File: config.mk
export PLATFORM = sky130hd
export DESIGN_NAME = i2s_tx
export DESIGN_NICKNAME = d
export VERILOG_FILES = /design/src/rtl/audio_pkg.sv /design/src/rtl/i2s_clk_gen.sv /design/src/rtl/i2s_tx.sv
export SDC_FILE = /design/constraint.sdc
export NUM_CORES = 1
export LEC_CHECK = 0
export ABC_AREA = 1
export BUFFER_PORTS_ARGS = -buffer_cell sky130_fd_sc_hd__buf_2
export CORE_AREA = 2 2 72 74
export CTS_BUF_LIST = sky130_fd_sc_hd__clkbuf_4
export CTS_CLUSTER_SIZE = 12
export DETAILED_ROUTE_END_ITERATION = 10
export DIE_AREA = 0 0 74 76
export PLACE_DENSITY = 0.7
export SLEW_MARGIN = 20
export SYNTH_ARGS = -nofsm -noshare
export SYNTH_HDL_FRONTEND = slang
export SYNTH_SLANG_ARGS = --single-unit
export TNS_END_PERCENT = 50
File: constraint.sdc
create_clock -name clk -period 1.8 [get_ports clk]
set_clock_uncertainty 0.05 [all_clocks]
set_input_delay 0.36 -clock clk [delete_from_list [all_inputs] [get_ports clk]]
set_output_delay 0.36 -clock clk [all_outputs]
set_load 0.01 [all_outputs]
File: src/rtl/audio_pkg.sv
// Shared audio types and frame geometry for the I2S transmit path.
package audio_pkg;

    typedef logic signed [15:0] sample_t;

    localparam int SLOT_BITS  = 16;
    localparam int FRAME_BITS = 32;

    typedef enum logic {
        ST_IDLE,
        ST_RUN
    } tx_state_t;

endpackage

File: src/rtl/i2s_clk_gen.sv
// Bit clock divider: bclk toggles every CLK_DIV clk cycles.
module i2s_clk_gen #(
    parameter int CLK_DIV = 16
) (
    input  logic clk,
    input  logic rst,
    output logic bclk,
    output logic fall_strobe
);

    logic [7:0] cnt;
    logic       wrap;

    assign wrap = (cnt == 8'(CLK_DIV - 1));
    // High in the cycle whose closing edge drives bclk 1->0.
    assign fall_strobe = wrap && bclk;

    always_ff @(posedge clk) begin
        if (rst) begin
            cnt  <= '0;
            bclk <= 1'b0;
        end else if (wrap) begin
            cnt  <= '0;
            bclk <= ~bclk;
        end else begin
            cnt <= cnt + 8'd1;
        end
    end

endmodule

File: src/rtl/i2s_tx.sv
// Mono I2S transmitter with a one-sample holding buffer.
// I2S_TX_UNDERRUN_HOLD_EN: underrun frames repeat the last frame instead of silence.
module i2s_tx
    import audio_pkg::*;
#(
    parameter int CLK_DIV = 16
) (
    input  logic    clk,
    input  logic    rst,
    input  logic    valid,
    input  sample_t sample_in,
    output logic    ready,
    output logic    bclk,
    output logic    lrclk,
    output logic    sdata,
    output logic    underrun,
    output logic    overflow
);

    tx_state_t             state;
    tx_state_t             state_nxt;
    logic [4:0]            b;
    logic [4:0]            b_nxt;
    logic                  fall;
    logic                  load;
    logic                  capture;
    logic                  buf_full;
    sample_t               buf_data;
    logic [FRAME_BITS-1:0] frame;

    i2s_clk_gen #(
        .CLK_DIV(CLK_DIV)
    ) u_clk_gen (
        .clk        (clk),
        .rst        (rst),
        .bclk       (bclk),
        .fall_strobe(fall)
    );

    always_ff @(posedge clk) begin
        if (rst) begin
            state <= ST_IDLE;
            b     <= '0;
        end else begin
            state <= state_nxt;
            b     <= b_nxt;
        end
    end

    // The first falling edge after reset enters slot 0 directly.
    always_comb begin
        state_nxt = state;
        b_nxt     = b;
        load      = 1'b0;
        if (fall) begin
            unique case (state)
                ST_IDLE: begin
                    state_nxt = ST_RUN;
                    b_nxt     = '0;
                    load      = 1'b1;
                end
                ST_RUN: begin
                    b_nxt = b + 5'd1;
                    load  = (b == 5'd31);
                end
                default: begin
                    state_nxt = ST_IDLE;
                end
            endcase
        end
    end

    assign ready   = !buf_full || load;
    assign capture = valid && ready;

    always_ff @(posedge clk) begin
        if (rst) begin
            buf_full <= 1'b0;
            buf_data <= '0;
            frame    <= '0;
            sdata    <= 1'b0;
            lrclk    <= 1'b0;
            underrun <= 1'b0;
            overflow <= 1'b0;
        end else begin
            underrun <= load && !buf_full;
            overflow <= valid && !ready;
            if (capture) begin
                buf_data <= sample_in;
            end
            if (load) begin
                // Slot 0 still carries the outgoing frame's LSB.
                sdata    <= frame[0];
                lrclk    <= 1'b0;
                buf_full <= capture;
                if (buf_full) begin
                    frame <= {buf_data, buf_data};
                end else begin
`ifdef I2S_TX_UNDERRUN_HOLD_EN
                    frame <= frame;
`else
                    frame <= '0;
`endif
                end
            end else begin
                if (capture) begin
                    buf_full <= 1'b1;
                end
                if (fall) begin
                    sdata <= frame[~b];
                    lrclk <= b_nxt[4];
                end
            end
        end
    end

endmodule

# ---- After elaboration in Yosys (flattened, before gate mapping)
# Cells that the tools add are included.
dict set report totals {
  regBits 68
  latch_bits 0
  ramBits 0
  mem_bits_ro 0
  inputBits 19
  output_inout_bits 6
  memories 0
}
dict set report classes {
  add_sub_neg 2
  n_mul 0
  div 0
  n_lt_le_gt_ge 1
  n_eq_ne 2
  shift 0
  n_mux 11
  n_bitwise 3
  n_reduce_logical 11
}
# operator count
set ops {}
lappend ops {{$mux W32} 1}
lappend ops {{$pmux W5 S2} 1}
lappend ops {{$add A8 B1 Y8 const B} 1}
lappend ops {{$eq A8 B4 Y1 const B} 1}
lappend ops {{$lt A5 B6 Y1 const B} 1}
lappend ops {{$mux W1} 6}
lappend ops {{$add A5 B1 Y5 const B} 1}
lappend ops {{$bmux W1 S5} 1}
lappend ops {{$eq A5 B5 Y1 const B} 1}
lappend ops {{$mux W5} 1}
lappend ops {{$not A5 Y5} 1}
lappend ops {{$logic_and A1 B1 Y1} 4}
lappend ops {{$reduce_bool A2 Y1} 2}
lappend ops {{$reduce_or A2 Y1} 2}
lappend ops {{$logic_not A1 Y1} 2}
lappend ops {{$not A1 Y1} 2}
lappend ops {{$pmux W1 S2} 1}
lappend ops {{$logic_or A1 B1 Y1} 1}

# ---- Logic depth before layout (Yosys ltp)
dict set report logic_depth {
  word_depth 7
  depth_mapped 12
  mapped_depth_nobuf 12
}

# ---- Cells and area by module
# From an unflattened synthesis, not the netlist that was laid out.
dict set report unflattened {
  cells_unflattened 272
  area_unflattened_um2 2222.1
}
# mod n_inst cells_per_inst area_each_um2 seq_area_each_um2
set modules_own_cells {}
lappend modules_own_cells {i2s_tx 1 210 1799.2 860.8}
lappend modules_own_cells {i2s_clk_gen 1 62 422.9 180.2}

# ---- Least setup slack after synthesis
# No wires, ideal clock.
dict set report synth_timing {
  kind {register to output}
  start {register b[1]}
  end {output ready}
  arrival_time_ns 1.368
  required_time_ns 1.390
  slack_ns 0.022
  stages_incl_launch_ff 10
  n_path_buf 1
  cell_sequence {dfxtp_1 > ha_1 > inv_1 > nor2_1 > ha_1 > nor2_1 > inv_1 > nand3_4 > nand2_8 > buf_8}
}
dict set report synth_via {
  elab_chain_cells 4
}
# item line
set synth_rtl {}
lappend synth_rtl {{start: declaration} i2s_tx.sv:22} ;# logic [4:0] b;
lappend synth_rtl {{start signal: assignment} i2s_tx.sv:46} ;# b <= b_nxt;
lappend synth_rtl {{$eq A5 B5 Y1} i2s_tx.sv:64} ;# load = (b == 5'd31);
lappend synth_rtl {{$pmux W1 S2} i2s_tx.sv:56} ;# unique case (state)
lappend synth_rtl {{$mux W1} i2s_tx.sv:55} ;# if (fall) begin
lappend synth_rtl {{$logic_or A1 B1 Y1} i2s_tx.sv:73} ;# assign ready = !buf_full || load;
lappend synth_rtl {{end: declaration} i2s_tx.sv:12} ;# output logic ready,
# Every way passes these cells.

# ---- Final worst setup path
dict set report layout_timing {
  start {register b[0]}
  end {output ready}
}
# The elaborated chain is that of the path after synthesis.

==> impl_metrics.toml <==
[run_status]
outcome = "finished with violations"
failed_checks = "negative setup slack"

[yosys]
synthesis.nets = 301
seq_area_frac_synth_pct = 44.7
avgSynthCellArea_um2 = 8.35
synth_top_area_cell = "dfxtp_1"
synth.top_cells.by_count = "53 x nand2_1, 52 x dfxtp_1, 44 x inv_1"
ys_seq_elements = 52
synth_flop_cell = "dfxtp_1"
ys_top_cells_by_area = "dfxtp_1 45%, nand2_1 8.5%, inv_1 7.1%, o22ai_2 5.4%, nand3_1 5.2%"
synthCells = 279
synth_warnings = 0
async_flop_share_pct = 0
synth_most_common_cell = "nand2_1"
synth-edff-count = 0
yosysUniqueCellTypes = 32
synth_top_area_share_pct = 44.7
syn_area_um2 = 2330

[critical_path]
cp-start-kind = "register"
cp-end-kind = "output pin"
cp_max_fo = 4
crit_arrival_ps = 1620
crit_required_ps = 1390
crit_type = "register to output pin"

[timing]
setup_slack_ps = -231
tightest_slew_ps = 499
rsz0062_at_grt = "true"
post-route-period-util_pct = 113
hold_viol = 0
max_freq_mhz = 492
period_needed_ps = 2030
setup_violations = 23
slew_headroom_pct = 66.8
slew_viol_final = 0

[cells_and_area]
drive_gt1_share_pct = 36.4
synthToLayoutAreaGrowth_pct = 27.5
final_cells = 394
antennaDiodeCount = 0
final_nets = 345

[power_and_ir_drop]
power_frac_seq_pct = 50.6
switchingPower_uw = 522
p_sw_share_pct = 22.0
clkPwrFrac_pct = 39.8
leakage_nw = 1.18
finalPower_mw = 2.38
power_density_nw_per_um2 = 801
p_int_mw = 1.86
pwr-share-comb_pct = 9.6
ir_drop_mv = 0.569

[routing]
drt-total-wl_um = 4870
wl_per_cell_um = 12.4
dr.pass1.iters = 4
drc = 0
viasPerCell = 4.89
detail-route-antenna-nets = 0
first_iter_violations = 106
num_vias = 1925

[placement]
dpl.hpwl_um = 3070
io_buffers = 24
dp_cells = 371
finalWeightedCongestion = 0.789

[global_route]
grt_pass1_wl_um = 7490
grt_max_degree = 19
grt_antenna_before_repair = 0
grt_use_total_pct = 16.7
grt.overflow.total = 0
grt_pass1_vias = 1777

[clocking]
clk_latency_ps = 370
clk_pin_slew_ps = 150
ctsHoldBuffers = 0
cts_buffers = 5
clockBufferDepth = 2
clkSinkCount = 52
cts_tree = "yes"
h-tree-depth = 2
cts_root_buffer = "clkbuf_4"

[floorplan]
die_x_um = 74
std_cell_rows = 26
fp.dieArea_um2 = 5620
initial_core_util_pct = 47.4
coreArea_um2 = 4910
die_h_um = 76
io_pins = 25

[hold_path]
min_path_type = "primary input to register"

[run]
cap_viol_max_count = 0
-- final timing paths --
| path | startpoint | to | slack (ps) | depth (start not counted) |
|---|---|---|---|---|
| max reg2reg | b[0]$_SDFFE_PP0P_ | buf_data[9]$_SDFFE_PP0P_ | -50 | 13 |
| max | b[0]$_SDFFE_PP0P_ | ready | -230 | 9 |
| min reg2reg | u_clk_gen.cnt[0]$_SDFF_PP0_ | u_clk_gen.cnt[0]$_SDFF_PP0_ | 380 | 1 |
| min | sample_in[12] | buf_data[12]$_SDFFE_PP0P_ | 160 | 3 |
-- power by group through the flow --
stage	Clock, mW	Combinational (mW)	Sequential, mW
finish	0.946	0.228	1.20
global route	1.01	0.249	1.21
CTS	0.958	0.170	1.20
detailed placement	0	0.161	1.23
global placement	0	0.157	1.23
floorplan	0	0.119	1.22
-- logic make-up after synthesis --
family / after synthesis / synth area share, %
AOI/OAI and AO/OA: 45 / 14.9
xor gates and xnor gates: 3 / 1.13
adders and majority gates: 3 / 1.61
buffers and inverters: 57 / 10.6
DFF: 52 / 44.7
and+or+nand+nor: 119 / 27.1
-- sequential cells by signal (all words and copies together), names as in the netlist --
register	cells
buf_full	1
sdata	1
underrun	1
frame	16
u_clk_gen.bclk	1
lrclk	1
buf_data	16
state	1
u_clk_gen.cnt	8
overflow	1
b	5
-- through the flow --
stage | cell area, um2 | TNS (ps) | util [%] | hold slack, ps | setup slack, ps
after floorplan | 2330 | 0 | - | 368 | 21.9
after global placement | 2530 | 0 | 51.4 | 382 | 76.8
after detailed placement | 2530 | 0 | 51.4 | 395 | 36.9
after CTS | 2750 | -833 | 56.0 | 152 | -283
after global routing | 2970 | -4670 | 60.4 | 146 | -350
final | 2970 | -660 | 60.4 | 164 | -231
-- cell type report --
type / instances / area [um2]
fillers: 434 / 1940
clock buffers: 5 / 37.5
well taps: 70 / 87.6
repair buffers: 46 / 345
inverters: 47 / 176
flip-flops and latches: 52 / 1050
clock inverters: 3 / 90.1
multi-input cells: 171 / 1190
-- placed cells by master (no fill, tap or decap), types with 2 or more instances in the layout --
master / count
a21oi_1: 10
a21oi_2: 13
buf_12: 2
buf_2: 23
buf_4: 17
buf_6: 2
bufinv_16: 3
clkbuf_4: 5
clkinv_1: 2
dfxtp_1: 48
dfxtp_2: 4
ha_2: 2
inv_1: 43
inv_2: 2
nand2_1: 46
nand2_2: 6
nand2_4: 3
nand2_8: 2
nand3_1: 20
nand3_2: 9
nand3_4: 6
nand4_1: 3
nor2_1: 18
o21ai_0: 2
o22ai_1: 6
o22ai_2: 10
xor2_1: 3
-- critical path, stage by stage, from the launching register on --
cell and delay (ps):
dfxtp_2 380, ha_4 140, inv_2 40, nor2_2 70
ha_2 170, nor2_1 40, inv_1 100, nand3_4 120
nand2_8 90, buf_6 100
-- routing by layer --
layer	part of all wire, %	vias to the layer above	GRT usage, %
met4	1.6	0	6.73
li1	-	993	-
met2	52	33	27.7
met1	43	889	20.1
met3	2.6	10	4.63
met5	0	-	0
-- what timing repair did --
action,in CTS,in global routing
setup buffers,10,5
endpoints found under the hold margin,0,0
setup endpoints to repair,2,36
pin swaps,4,18
cloned,0,2
gates resized for setup,9,36
No activity file was read; power rests on OpenSTA's default activity.
